<file path="config.mk">
export PLATFORM = sky130hd
export DESIGN_NAME = bsg_dmc_ui_adapter
export DESIGN_NICKNAME = d
export VERILOG_FILES = /design/src/rtl/bsg_dmc_ui_adapter.sv
export SDC_FILE = /design/constraint.sdc
export NUM_CORES = 1
export LEC_CHECK = 0
export ABC_AREA = 1
export CORE_UTILIZATION = 42
export CTS_CLUSTER_DIAMETER = 60
export DETAILED_ROUTE_END_ITERATION = 8
export PLACE_DENSITY_LB_ADDON = 0.08
export SLEW_MARGIN = 20
export SYNTH_ARGS = -nofsm -noshare
export SYNTH_HDL_FRONTEND = slang
export SYNTH_SLANG_ARGS = --single-unit
</file>
<file path="constraint.sdc">
create_clock -name ui_clk_i -period 8.3 [get_ports ui_clk_i]
set_input_delay 1.66 -clock ui_clk_i [delete_from_list [all_inputs] [get_ports ui_clk_i]]
set_output_delay 1.66 -clock ui_clk_i [all_outputs]
set_load 0.005 [all_outputs]
</file>
<file path="src/rtl/bsg_dmc_ui_adapter.sv">
// Burst request/response adapter in front of the DRAM controller UI (app_*) port.
// Optional protocol checker is enabled by defining BSG_DMC_UI_ADAPTER_CHECK_EN.

`ifndef BSG_SAFE_CLOG2
`define BSG_SAFE_CLOG2(x) (((x) == 1) ? 1 : $clog2(x))
`endif

package bsg_dmc_pkg;
    typedef enum logic [2:0] {
        WR = 3'b000,
        RD = 3'b001
    } app_cmd_e;
endpackage

module bsg_dmc_ui_adapter
    import bsg_dmc_pkg::*;
#(
    parameter int ui_addr_width_p    = 28,
    parameter int ui_data_width_p    = 32,
    parameter int burst_data_width_p = 128
) (
    input  logic                            ui_clk_i,
    input  logic                            ui_reset_n_i,
    // Request/response: a transfer happens on req_v_i & req_ready_o; the
    // response is consumed by resp_yumi_i, which is legal only while resp_v_o=1.
    input  logic                            req_v_i,
    output logic                            req_ready_o,
    input  logic                            req_write_i,
    input  logic [ui_addr_width_p-1:0]      req_addr_i,
    input  logic [burst_data_width_p-1:0]   req_data_i,
    input  logic [burst_data_width_p/8-1:0] req_mask_i,
    output logic                            resp_v_o,
    output logic [burst_data_width_p-1:0]   resp_data_o,
    input  logic                            resp_yumi_i,
    output logic [ui_addr_width_p-1:0]      app_addr_o,
    output app_cmd_e                        app_cmd_o,
    output logic                            app_en_o,
    input  logic                            app_rdy_i,
    output logic                            app_wdf_wren_o,
    output logic [ui_data_width_p-1:0]      app_wdf_data_o,
    output logic [ui_data_width_p/8-1:0]    app_wdf_mask_o,
    output logic                            app_wdf_end_o,
    input  logic                            app_wdf_rdy_i,
    input  logic                            app_rd_data_valid_i,
    input  logic [ui_data_width_p-1:0]      app_rd_data_i,
    input  logic                            app_rd_data_end_i,
    output logic                            error_o,
    output logic [1:0]                      state_o
);

    localparam int beats_lp  = burst_data_width_p / ui_data_width_p;
    localparam int cnt_w_lp  = `BSG_SAFE_CLOG2(beats_lp);
    localparam int mask_w_lp = ui_data_width_p / 8;
    localparam logic [cnt_w_lp-1:0] last_cnt_lp = cnt_w_lp'(beats_lp - 1);

    typedef enum logic [1:0] {
        IDLE    = 2'd0,
        WRITE   = 2'd1,
        RD_CMD  = 2'd2,
        RD_WAIT = 2'd3
    } state_e;

    state_e                          state_q, state_d;
    logic [cnt_w_lp-1:0]             wcnt_q, wcnt_d;
    logic [cnt_w_lp-1:0]             rcnt_q, rcnt_d;
    logic                            cmd_done_q, cmd_done_d;
    logic                            wdone_q, wdone_d;
    logic                            app_en_q, app_en_d;
    app_cmd_e                        app_cmd_q, app_cmd_d;
    logic                            wren_q, wren_d;
    logic                            wend_q, wend_d;
    logic                            resp_v_q, resp_v_d;
    logic                            ready_q, ready_d;

    logic [ui_addr_width_p-1:0]      addr_q, addr_d;
    logic [burst_data_width_p-1:0]   wdata_q, wdata_d;
    logic [burst_data_width_p/8-1:0] wmask_q, wmask_d;
    logic [burst_data_width_p-1:0]   resp_buf_q, resp_buf_d;

    logic req_xfer;
    logic capture_en;
    logic rd_last;

    assign req_xfer   = req_v_i & ready_q;
    assign capture_en = (state_q == RD_CMD) || (state_q == RD_WAIT);
    assign rd_last    = (rcnt_q == last_cnt_lp);

    always_comb begin
        state_d    = state_q;
        wcnt_d     = wcnt_q;
        rcnt_d     = rcnt_q;
        cmd_done_d = cmd_done_q;
        wdone_d    = wdone_q;
        app_en_d   = app_en_q;
        app_cmd_d  = app_cmd_q;
        wren_d     = wren_q;
        wend_d     = wend_q;
        resp_v_d   = resp_v_q;
        addr_d     = addr_q;
        wdata_d    = wdata_q;
        wmask_d    = wmask_q;
        resp_buf_d = resp_buf_q;

        unique case (state_q)
            IDLE: begin
                if (req_xfer) begin
                    addr_d   = req_addr_i;
                    wdata_d  = req_data_i;
                    wmask_d  = req_mask_i;
                    app_en_d = 1'b1;
                    wcnt_d   = '0;
                    rcnt_d   = '0;
                    if (req_write_i) begin
                        state_d    = WRITE;
                        app_cmd_d  = WR;
                        wren_d     = 1'b1;
                        wend_d     = (beats_lp == 1);
                        cmd_done_d = 1'b0;
                        wdone_d    = 1'b0;
                    end else begin
                        state_d   = RD_CMD;
                        app_cmd_d = RD;
                    end
                end
            end
            WRITE: begin
                // Command and data channels run independently; leave once both are done.
                if (app_en_q && app_rdy_i) begin
                    app_en_d   = 1'b0;
                    cmd_done_d = 1'b1;
                end
                if (wren_q && app_wdf_rdy_i) begin
                    if (wend_q) begin
                        wren_d  = 1'b0;
                        wend_d  = 1'b0;
                        wdone_d = 1'b1;
                        wcnt_d  = '0;
                    end else begin
                        wcnt_d  = wcnt_q + 1'b1;
                        wdata_d = wdata_q >> ui_data_width_p;
                        wmask_d = wmask_q >> mask_w_lp;
                        wend_d  = (wcnt_d == last_cnt_lp);
                    end
                end
                if (cmd_done_q && wdone_q) begin
                    state_d = IDLE;
                end
            end
            RD_CMD: begin
                if (app_en_q && app_rdy_i) begin
                    app_en_d = 1'b0;
                    state_d  = RD_WAIT;
                end
            end
            RD_WAIT: begin
                state_d = RD_WAIT;
            end
            default: begin
                state_d = IDLE;
            end
        endcase

        // Read beats may land before the command handshake, so capture spans both read states.
        if (capture_en && app_rd_data_valid_i) begin
            resp_buf_d[rcnt_q*ui_data_width_p +: ui_data_width_p] = app_rd_data_i;
            if (rd_last) begin
                rcnt_d   = '0;
                resp_v_d = 1'b1;
                app_en_d = 1'b0;
                state_d  = IDLE;
            end else begin
                rcnt_d = rcnt_q + 1'b1;
            end
        end

        if (resp_v_q && resp_yumi_i) begin
            resp_v_d = 1'b0;
        end

        ready_d = (state_d == IDLE) && !resp_v_d;
    end

    always_ff @(posedge ui_clk_i or negedge ui_reset_n_i) begin
        if (!ui_reset_n_i) begin
            state_q    <= IDLE;
            wcnt_q     <= '0;
            rcnt_q     <= '0;
            cmd_done_q <= 1'b0;
            wdone_q    <= 1'b0;
            app_en_q   <= 1'b0;
            app_cmd_q  <= WR;
            wren_q     <= 1'b0;
            wend_q     <= 1'b0;
            resp_v_q   <= 1'b0;
            ready_q    <= 1'b0;
        end else begin
            state_q    <= state_d;
            wcnt_q     <= wcnt_d;
            rcnt_q     <= rcnt_d;
            cmd_done_q <= cmd_done_d;
            wdone_q    <= wdone_d;
            app_en_q   <= app_en_d;
            app_cmd_q  <= app_cmd_d;
            wren_q     <= wren_d;
            wend_q     <= wend_d;
            resp_v_q   <= resp_v_d;
            ready_q    <= ready_d;
        end
    end

    always_ff @(posedge ui_clk_i) begin
        addr_q     <= addr_d;
        wdata_q    <= wdata_d;
        wmask_q    <= wmask_d;
        resp_buf_q <= resp_buf_d;
    end

`ifdef BSG_DMC_UI_ADAPTER_CHECK_EN
    logic error_q, error_d;

    always_comb begin
        error_d = error_q;
        if (app_rd_data_valid_i) begin
            if (!capture_en) begin
                error_d = 1'b1;
            end else if (app_rd_data_end_i != rd_last) begin
                error_d = 1'b1;
            end
        end
        if (resp_yumi_i && !resp_v_q) begin
            error_d = 1'b1;
        end
    end

    always_ff @(posedge ui_clk_i or negedge ui_reset_n_i) begin
        if (!ui_reset_n_i) begin
            error_q <= 1'b0;
        end else begin
            error_q <= error_d;
        end
    end

    assign error_o = error_q;
`else
    logic unused_rd_end;
    assign unused_rd_end = app_rd_data_end_i;
    assign error_o       = 1'b0;
`endif

    // The write path presents the low slice of a shift register, so beat data is always a flop output.
    assign req_ready_o    = ready_q;
    assign resp_v_o       = resp_v_q;
    assign resp_data_o    = resp_buf_q;
    assign app_addr_o     = addr_q;
    assign app_cmd_o      = app_cmd_q;
    assign app_en_o       = app_en_q;
    assign app_wdf_wren_o = wren_q;
    assign app_wdf_data_o = wdata_q[ui_data_width_p-1:0];
    assign app_wdf_mask_o = wmask_q[mask_w_lp-1:0];
    assign app_wdf_end_o  = wend_q;
    assign state_o        = state_q;

endmodule

</file>
==> flow_summary.json, run 1 <==
{
  "outcome": "complete, no violations",
  "cellLeakagePower_nw": 7.10,
  "ioPinCount": 416,
  "grt_first_pass_wirelength_mm": 46.7,
  "final_net_count": 1660,
  "worstSetupStartpointType": "flip-flop",
  "fp.dieW_um": 175,
  "final.setup_skew_ns": 0.0220,
  "holdCritStartpoint": "app_cmd_o[0]",
  "synth_cell_area_sq_um": 12600,
  "antenna_found_initial": 2,
  "finalHoldViolations": 0,
  "first_global_vias": 8020,
  "power_density_nw_per_um2": 288,
  "final_antenna_net_count": 0,
  "global_route.usage.total": 0.202,
  "drive_gt1_frac": 0.0492,
  "dp_hpwl_mm": 22.2,
  "htree_num_levels": 2,
  "ff2ff_path_depth": 7,
  "cts-root-buf": "sky130_fd_sc_hd__clkbuf_16",
  "post_synth_num_cell_types": 30,
  "rsz0062_at_grt": "false",
  "slowest_stage": "sky130_fd_sc_hd__buf_4",
  "clock_latency_of_the_later_clocked_register_in_the_worst_skew_pair_ns": 0.51,
  "grt_start_max_net_pins": 87,
  "globalRouteOverflowTotal": 0,
  "starting_utilization_of_the_core_area": 0.427,
  "die_outline_area_sq_um": 30700,
  "core_region_area_sq_um": 29600,
  "number_of_placement_rows": 63,
  "cp_top_family": "buffers and inverters",
  "timing.final.crit_period_ns": 4.17,
  "clock_path_buffers": 3,
  "worstPathCellList": "inv_1, ha_4, clkinv_2, o21ai_2, nand2_2, a21oi_4, buf_4",
  "synth.yosys.seq_area_share": 0.742,
  "clock_tree_from_tritoncts": "done",
  "fin_tns_setup_ns": 0,
  "number_of_buffer_and_inverter_instances_along_the_worst_setup_path": 3,
  "wl_mm": 31.7,
  "ir_worst_vdd_v": 0.000169,
  "floorplan.die.height_um": 175,
  "post-cts-setup-buffers": 0,
  "timing.rr.start": "state_o[1]",
  "detailed_place.area_sq_um": 16800,
  "ys_ff_latch": 314,
  "timing.critical_path.slowest_cell_delay_ns": 0.76,
  "placement.io_buffers": 411,
  "detail_route.drc_violations": 0,
  "num_vias": 8353,
  "clock_pin_slew_reported_for_the_worst_setup_and_hold_paths_after_clock_tree_synthesis_ns": 0.05,
  "wp_data_arrival_ns": 4.29,
  "firstDrtPassIters": 4,
  "netlist_instances": 1060,
  "tightest_slew_ns": 1.04,
  "wl_per_cell_um": 17.1,
  "cts_hold_buf": 0,
  "path_class": "reg2reg",
  "timing.critical_path.required_ns": 8.42,
  "globalplace.congestion": 0.793,
  "layout-area-overhead-vs-synth_pct": 42.2,
  "warning_count_from_the_yosys_run": 0,
  "stdcell_area_sq_um": 17900,
  "setup.reg_to_reg.worst_slack_ns": 4.13,
  "rr_endpoint": "wdata_q[12]",
  "synth.avg_cell_area_sq_um": 11.9,
  "post_cts.resized_instances": 0,
  "fmax_ghz": 0.240,
  "holdCritPathClass": "reg2reg",
  "slew-limit-headroom": 0.305,
  "drv_cap": 0,
  "detailedRoute.firstIterationViolations": 524,
  "min_path_cells": 2,
  "clock_sink_count": 314,
  "timing.hold.worst_endpoint": "app_cmd_o[0]",
  "tritoncts.num_buffers": 35,
  "fin_crit_sh": 0.502,
  "critical_path.endpoint_type": "flip-flop",
  "worst-path-max-fanout": 70,
  "slew_violations": 0,
  "final_setup_fails": 0,
  "routed_via_density": 4.50
}
==> routing by layer <==
| metal | wire length [um] | vias to the layer above | track usage |
|---|---|---|---|
| li1 | - | 4174 | - |
| met1 | 12000 | 3823 | 0.235 |
| met2 | 16000 | 315 | 0.350 |
| met3 | 3100 | 41 | 0.0714 |
| met4 | 591 | 0 | 0.0572 |
| met5 | 0 | - | 0 |
==> stage by stage <==
stage | power [mW] | setup slack (ns) | std cells | hold slack [ns] | utilization
after floorplan | 3.23 | 1.87 | 1062 | 0.453 | -
after global placement | 3.71 | 3.88 | 1788 | 0.473 | 0.568
after detailed placement | 3.74 | 3.83 | 1790 | 0.482 | 0.569
after CTS | 5.23 | 4.08 | 1853 | 0.496 | 0.606
after global routing | 5.45 | 3.77 | 1854 | 0.527 | 0.607
final | 5.17 | 4.13 | 1855 | 0.487 | 0.607
==> tightest hold or removal path: stages (launching register included) <==
cell	delay, ns
sky130_fd_sc_hd__dfrtp_1	0.34
sky130_fd_sc_hd__nand2_1	0.05
sky130_fd_sc_hd__o21ai_0	0.06
==> power breakdown <==
group / total (mW) / switching (mW) / internal, mW
clock network: 1.48 / 0.590 / 0.890
logic: 1.34 / 0.831 / 0.504
registers: 2.36 / 0.0981 / 2.26
total: 5.17 / 1.52 / 3.65
==> layout make-up <==
type	instances	area, sq um
Antenna cell	2	5.00
Clock buffer	45	935
Clock inverter	18	168
Fill cell	2468	11600
Inverter	91	344
Multi-Input combinational cell	574	2420
Sequential cell	314	9360
Tap cell	390	488
Timing Repair Buffer	421	4220
==> placed cells by master, fill, tap and decap left out, types with 2 or more instances in the layout <==
master / instances
sky130_fd_sc_hd__ha_1: 9
sky130_fd_sc_hd__conb_1: 3
sky130_fd_sc_hd__edfxtp_1: 300
sky130_fd_sc_hd__clkinv_2: 5
sky130_fd_sc_hd__o22ai_1: 2
sky130_fd_sc_hd__nand3_1: 6
sky130_fd_sc_hd__nor2_1: 135
sky130_fd_sc_hd__inv_2: 2
sky130_fd_sc_hd__inv_1: 87
sky130_fd_sc_hd__o21ai_0: 5
sky130_fd_sc_hd__buf_4: 8
sky130_fd_sc_hd__nand2_2: 3
sky130_fd_sc_hd__clkbuf_16: 36
sky130_fd_sc_hd__nor2_4: 3
sky130_fd_sc_hd__nor3_1: 33
sky130_fd_sc_hd__bufinv_16: 3
sky130_fd_sc_hd__nand2_1: 356
sky130_fd_sc_hd__clkinv_1: 10
sky130_fd_sc_hd__clkdlybuf4s50_1: 411
sky130_fd_sc_hd__a21oi_1: 3
sky130_fd_sc_hd__clkbuf_1: 9
sky130_fd_sc_hd__o21ai_1: 3
sky130_fd_sc_hd__dfrtp_1: 14
sky130_fd_sc_hd__diode_2: 2
==> cells by family after synthesis <==
logic type / after synthesis / synth area share
other cells: 1 / 0.000297
flops: 314 / 0.742
buf+inv: 174 / 0.0702
compound gates: 18 / 0.00893
fa+ha+maj: 10 / 0.00992
simple gates: 543 / 0.169
==> state kept, by name, indices dropped and copies added, names as in the netlist <==
signal and cells:
resp_data_o 128, wdata_q 128, app_addr_o 28, wmask_q 16
rcnt_q 2, state_o 2, wcnt_q 2, app_cmd_o 1
app_en_o 1, app_wdf_end_o 1, app_wdf_wren_o 1, cmd_done_q 1
req_ready_o 1, resp_v_o 1, wdone_q 1
==> Yosys cell counts <==
library cell               number  share of area
sky130_fd_sc_hd__a211oi_1       1        0.00060
sky130_fd_sc_hd__a21oi_1        4         0.0016
sky130_fd_sc_hd__buf_2         29          0.012
sky130_fd_sc_hd__buf_4         52          0.031
sky130_fd_sc_hd__clkbuf_1       2        0.00060
sky130_fd_sc_hd__clkinv_2       1        0.00040
sky130_fd_sc_hd__conb_1         1        0.00030
sky130_fd_sc_hd__dfrtp_1       14          0.028
sky130_fd_sc_hd__edfxtp_1     300           0.71
sky130_fd_sc_hd__ha_1          10         0.0099
sky130_fd_sc_hd__inv_1         87          0.026
sky130_fd_sc_hd__inv_2          3        0.00089
sky130_fd_sc_hd__nand2_1      356           0.11
sky130_fd_sc_hd__nand2_2        3         0.0015
sky130_fd_sc_hd__nand3_1        6         0.0024
sky130_fd_sc_hd__nand3_2        1        0.00079
sky130_fd_sc_hd__nand4_1        1        0.00050
sky130_fd_sc_hd__nand4_2        1        0.00099
sky130_fd_sc_hd__nor2_1       138          0.041
sky130_fd_sc_hd__nor2_4         1        0.00089
sky130_fd_sc_hd__nor3_1        33          0.013
sky130_fd_sc_hd__nor4_1         1        0.00050
sky130_fd_sc_hd__o211ai_1       1        0.00060
sky130_fd_sc_hd__o21ai_0        5         0.0020
sky130_fd_sc_hd__o21ai_1        3         0.0012
sky130_fd_sc_hd__o21ai_2        1        0.00069
sky130_fd_sc_hd__o21ai_4        1         0.0013
sky130_fd_sc_hd__o22ai_1        2        0.00099
sky130_fd_sc_hd__or2_1          1        0.00050
sky130_fd_sc_hd__or2_2          1        0.00050
==> worst max path at each step <==
stage / from / end / slack (ns) / depth (start not counted)
finish: state_o[1] / wdata_q[12] / 4.13 / 7
global route: state_o[1] / wdata_q[14] / 3.77 / 7
CTS: state_o[1] / wdata_q[12] / 4.08 / 7
detailed placement: req_v_i / wdata_q[16] / 3.83 / 8
global placement: req_v_i / wdata_q[17] / 3.88 / 8
floorplan: req_v_i / wdata_q[0] / 1.87 / 6
(Power assumes the default switching activity.)
==> run 2: changes to the inputs <==
- clock period: 8.3 -> 3.4 ns (I/O delays scaled with it)
==> flow_summary.json, run 2 (synthesis gave the netlist of run 1 again) <==
{
  "outcome": "complete, no violations",
  "number_of_placement_rows": 63,
  "fin_crit_sh": 0.749,
  "final_antenna_net_count": 0,
  "final.setup_skew_ns": 0.0148,
  "finalHoldViolations": 0,
  "final_setup_fails": 0,
  "power_frac_seq": 0.447,
  "internal-power_mw": 9.09,
  "detail_route.drc_violations": 0,
  "htree_num_levels": 2,
  "core_region_area_sq_um": 29600,
  "clock_latency_of_the_later_clocked_register_in_the_worst_skew_pair_ns": 0.50,
  "clock_power_share": 0.288,
  "post-cts-setup-buffers": 0,
  "floorplan.die.height_um": 175,
  "clock_sink_count": 314,
  "path_common_cell": "sky130_fd_sc_hd__buf_4",
  "globalplace.congestion": 0.801,
  "layout.cells.most_common_list": "411 x sky130_fd_sc_hd__clkdlybuf4s50_1, 356 x sky130_fd_sc_hd__nand2_1, 300 x sky130_fd_sc_hd__edfxtp_1, 135 x sky130_fd_sc_hd__nor2_1, 84 x sky130_fd_sc_hd__inv_1",
  "net_sw_frac": 0.293,
  "firstDrtPassIters": 4,
  "detailed_place.area_sq_um": 16900,
  "globalRouteOverflowTotal": 0,
  "grt_start_max_net_pins": 86,
  "cts-root-buf": "sky130_fd_sc_hd__clkbuf_16",
  "fp.dieW_um": 175,
  "holdCritPathClass": "reg2reg",
  "detailedRoute.firstIterationViolations": 541,
  "power_density_nw_per_um2": 711,
  "final_net_count": 1668,
  "power.switching_mw": 3.76,
  "cts_hold_buf": 0,
  "routed_via_density": 4.57,
  "post-route-util": 0.611,
  "fmax_ghz": 0.393,
  "tightest_slew_ns": 0.859,
  "first_global_vias": 8244,
  "layout-area-overhead-vs-synth_pct": 43.3,
  "path_class": "reg2reg",
  "placement.io_buffers": 411,
  "global_route.usage.total": 0.208,
  "post_cts.resized_instances": 0,
  "grt_first_pass_wirelength_mm": 47.9,
  "rsz0062_at_grt": "false",
  "wp_data_arrival_ns": 2.78,
  "wl_mm": 32.1,
  "clock_pin_slew_reported_for_the_worst_setup_and_hold_paths_after_clock_tree_synthesis_ns": 0.06,
  "worstSetupStartpointType": "flip-flop",
  "num_vias": 8504,
  "slowest_stage": "sky130_fd_sc_hd__buf_4",
  "ioPinCount": 416,
  "timing.critical_path.required_ns": 3.63,
  "dp_hpwl_mm": 22.7,
  "drive_gt1_frac": 0.0613,
  "antenna_found_initial": 3,
  "wl_per_cell_um": 17.2,
  "stdcell_area_sq_um": 18100,
  "cellLeakagePower_nw": 7.16,
  "drv_cap": 0,
  "slew_violations": 0,
  "worstPathCellList": "inv_4, ha_4, buf_4, buf_4, nor2_1",
  "ir_worst_vdd_v": 0.000394,
  "die_outline_area_sq_um": 30700,
  "worst-path-max-fanout": 85,
  "starting_utilization_of_the_core_area": 0.427,
  "timing.final.crit_period_ns": 2.55,
  "critical_path.endpoint_type": "flip-flop",
  "tritoncts.num_buffers": 36,
  "timing.critical_path.slowest_cell_delay_ns": 0.66,
  "power.combinational.fraction": 0.265,
  "clock_path_buffers": 3,
  "slew-limit-headroom": 0.427,
  "finalPower_mw": 12.8,
  "layout_commonest_cell": "sky130_fd_sc_hd__clkdlybuf4s50_1",
  "clock_tree_from_tritoncts": "done"
}
[run 2: power groups by stage]
stage	combinational (mW)	sequential, mW	clock [mW]
after floorplan	2.05	5.86	0
after global placement	3.39	5.80	0
after detailed placement	3.46	5.82	0
after CTS	3.48	5.75	3.79
after global routing	3.80	5.82	3.93
final	3.40	5.74	3.70
[run 2: area by class of cell]
class	instances	area, sq um
Antenna cell	3	7.51
Clock buffer	47	973
Clock inverter	15	149
Fill cell	2457	11500
Inverter	91	348
Multi-Input combinational cell	574	2440
Sequential cell	314	9360
Tap cell	390	488
Timing Repair Buffer	428	4300
[run 2: worst max-delay path, delay by kind of cell (launching register included)]
family | cells | cell delay, ns
adder cells (fa/ha/maj) | 1 | 0.20
flip-flops | 1 | 0.47
buffers and inverters | 3 | 1.40
AND/OR/NAND/NOR | 1 | 0.12
[run 2: layer usage]
layer  vias up  routed length, um  track usage
li1       4198                  -            -
met1      3935              11800        0.237
met2       310              16400        0.366
met3        61               2910       0.0626
met4         0               1010       0.0775
met5         -                  0            0
[run 2: per-stage QoR]
stage / hold slack, ns / TNS, ns / setup slack [ns] / std cells
CTS: 0.496 / 0 / 0.820 / 1859
floorplan: 0.384 / -65.35 / -0.454 / 1062
finish: 0.489 / 0 / 0.854 / 1862
global route: 0.523 / 0 / 0.631 / 1860
detailed placement: 0.483 / 0 / 0.632 / 1797
global placement: 0.473 / 0 / 0.639 / 1797
[run 2: worst paths after layout]
path                              start            to  slack, ns  cells past startpoint
max                          state_o[1]  wdata_q[113]       0.85                      5
min                           wcnt_q[1]     wcnt_q[1]       0.49                      2
max reg2reg                  state_o[1]  wdata_q[113]       0.85                      5
min reg2reg                   wcnt_q[1]     wcnt_q[1]       0.49                      2
max in group asynchronous  ui_reset_n_i    state_o[0]       2.39                      1
min in group asynchronous  ui_reset_n_i      resp_v_o       0.57                      1
==> run 3: changes to the inputs <==
- CORE_UTILIZATION: 42 -> 46
- clock period: 3.4 -> 2.35 ns (I/O delays scaled with it)
==> flow_summary.json, run 3 (synthesis gave the netlist of run 1 again) <==
{
  "net_sw_frac": 0.292,
  "post_cts.resized_instances": 0,
  "path_class": "reg2reg",
  "clock_pin_slew_reported_for_the_worst_setup_and_hold_paths_after_clock_tree_synthesis_ns": 0.05,
  "ioPinCount": 416,
  "grt_start_max_net_pins": 99,
  "fillerInstances": 2024,
  "floorplan.die.height_um": 168,
  "path_common_cell": "sky130_fd_sc_hd__inv_4",
  "stdcell_area_sq_um": 18100,
  "clock_path_buffers": 3,
  "timing.critical_path.slowest_cell_delay_ns": 0.47,
  "area.sequential_sq_um": 9360,
  "final_net_count": 1677,
  "holdCritPathClass": "in2async",
  "cellLeakagePower_nw": 7.20,
  "fmax_ghz": 0.484,
  "slowest_stage": "sky130_fd_sc_hd__dfrtp_2",
  "finalHoldViolations": 0,
  "multi_input_area_sq_um": 2430,
  "number_of_buffer_and_inverter_instances_along_the_worst_setup_path": 4,
  "layout.cells.most_common_list": "411 x sky130_fd_sc_hd__clkdlybuf4s50_1, 356 x sky130_fd_sc_hd__nand2_1, 300 x sky130_fd_sc_hd__edfxtp_1, 135 x sky130_fd_sc_hd__nor2_1, 85 x sky130_fd_sc_hd__inv_1",
  "cts-root-buf": "sky130_fd_sc_hd__clkbuf_16",
  "clock_sink_count": 314,
  "dp_hpwl_mm": 22.5,
  "slew_violations": 0,
  "cp_top_family": "buffers and inverters",
  "htree_num_levels": 2,
  "rsz0062_at_grt": "false",
  "tightest_slew_ns": 0.656,
  "number_of_placement_rows": 60,
  "clock_tree_from_tritoncts": "done",
  "tritoncts.num_buffers": 35,
  "firstDrtPassIters": 5,
  "drv_cap": 0,
  "worstSetupStartpointType": "flip-flop",
  "internal-power_mw": 13.1,
  "final.setup_skew_ns": 0.0114,
  "power_density_nw_per_um2": 1020,
  "detailed_place.area_sq_um": 17100,
  "post-route-util": 0.672,
  "wp_data_arrival_ns": 2.26,
  "num_vias": 8613,
  "final_setup_fails": 0,
  "power.combinational.fraction": 0.282,
  "clock_power_share": 0.267,
  "critical_path.endpoint_type": "flip-flop",
  "outcome": "complete, no violations",
  "grt_first_pass_wirelength_mm": 46.8,
  "antenna_found_initial": 7,
  "final_antenna_net_count": 0,
  "timing.final.crit_period_ns": 2.07,
  "routed_via_density": 4.73,
  "drive_gt1_frac": 0.0637,
  "worstPathCellList": "inv_4, ha_4, inv_4, o21ai_4, nand2_2, a21oi_4, buf_12, buf_4",
  "timing.critical_path.required_ns": 2.55,
  "hold-worst-slack_ns": 0.380,
  "slew-limit-headroom": 0.562,
  "fin_crit_sh": 0.879,
  "placement.io_buffers": 411,
  "global_route.usage.total": 0.221,
  "layout_commonest_cell": "sky130_fd_sc_hd__clkdlybuf4s50_1",
  "detail_route.drc_violations": 0,
  "starting_utilization_of_the_core_area": 0.468,
  "layout-area-overhead-vs-synth_pct": 43.7,
  "first_global_vias": 8120,
  "ir_worst_vdd_v": 0.000757,
  "wl_per_cell_um": 17.3,
  "power.switching_mw": 5.39,
  "post-cts-setup-buffers": 0,
  "worst-path-max-fanout": 22,
  "clock_latency_of_the_later_clocked_register_in_the_worst_skew_pair_ns": 0.50,
  "fp.dieW_um": 168,
  "core_region_area_sq_um": 27000,
  "power_frac_seq": 0.450,
  "detailedRoute.firstIterationViolations": 531,
  "globalRouteOverflowTotal": 0,
  "die_outline_area_sq_um": 28100,
  "globalplace.congestion": 0.853,
  "cts_hold_buf": 0,
  "wl_mm": 31.5
}
run 3: cell count changes in the layout (fill, tap and decap cells not counted), sizes merged:
cell / before / now
buf: 17 / 27
clkbuf: 47 / 50
inv: 91 / 90
bufinv: 3 / 0
clkinv: 12 / 9
diode: 3 / 4
run 3: through the flow:
step	cells	power, mW	setup slack [ns]	TNS (ns)
floorplan	1062	11.4	-1.50	-216.55
global placement	1758	13.6	0.127	0
detailed placement	1758	13.7	0.0977	0
CTS	1816	18.6	0.260	0
global route	1820	19.4	0.171	0
finish	1820	18.4	0.284	0
run 3: worst paths after layout:
path / startpoint / endpoint / slack (ns) / depth (start not counted)
worst max-delay path: state_o[1] / wdata_q[65] / 0.28 / 8
worst min-delay path: ui_reset_n_i / req_ready_o / 0.38 / 1
worst max register to register: state_o[1] / wdata_q[65] / 0.28 / 8
worst min register to register: wdone_q / wdone_q / 0.50 / 2
max in group asynchronous: ui_reset_n_i / state_o[0] / 1.51 / 1
min in group ui_clk_i: wdone_q / wdone_q / 0.50 / 2
run 3: per-layer routing:
| layer | share of wire | vias up | global-route usage |
|---|---|---|---|
| met1 | 0.39 | 3983 | 0.270 |
| met2 | 0.49 | 343 | 0.369 |
| met3 | 0.081 | 62 | 0.0624 |
| met5 | 0.0014 | - | 0 |
| li1 | - | 4219 | - |
| met4 | 0.033 | 6 | 0.0890 |
run 3: layout make-up:
class / instances / share of cell area
diodes: 4 / 0.000552
clock buffers: 50 / 0.0543
clock inverters: 8 / 0.00228
inverters: 91 / 0.0192
multi-input cells: 574 / 0.134
flip-flops and latches: 314 / 0.517
well taps: 341 / 0.0235
repair buffers: 438 / 0.249
run 3: power groups by stage:
stage	clock, mW	sequential, mW	combinational, mW
after floorplan	0	8.47	2.98
after global placement	0	8.40	5.17
final	4.93	8.31	5.21
after CTS	5.01	8.32	5.29
after global routing	5.23	8.41	5.80
after detailed placement	0	8.42	5.27
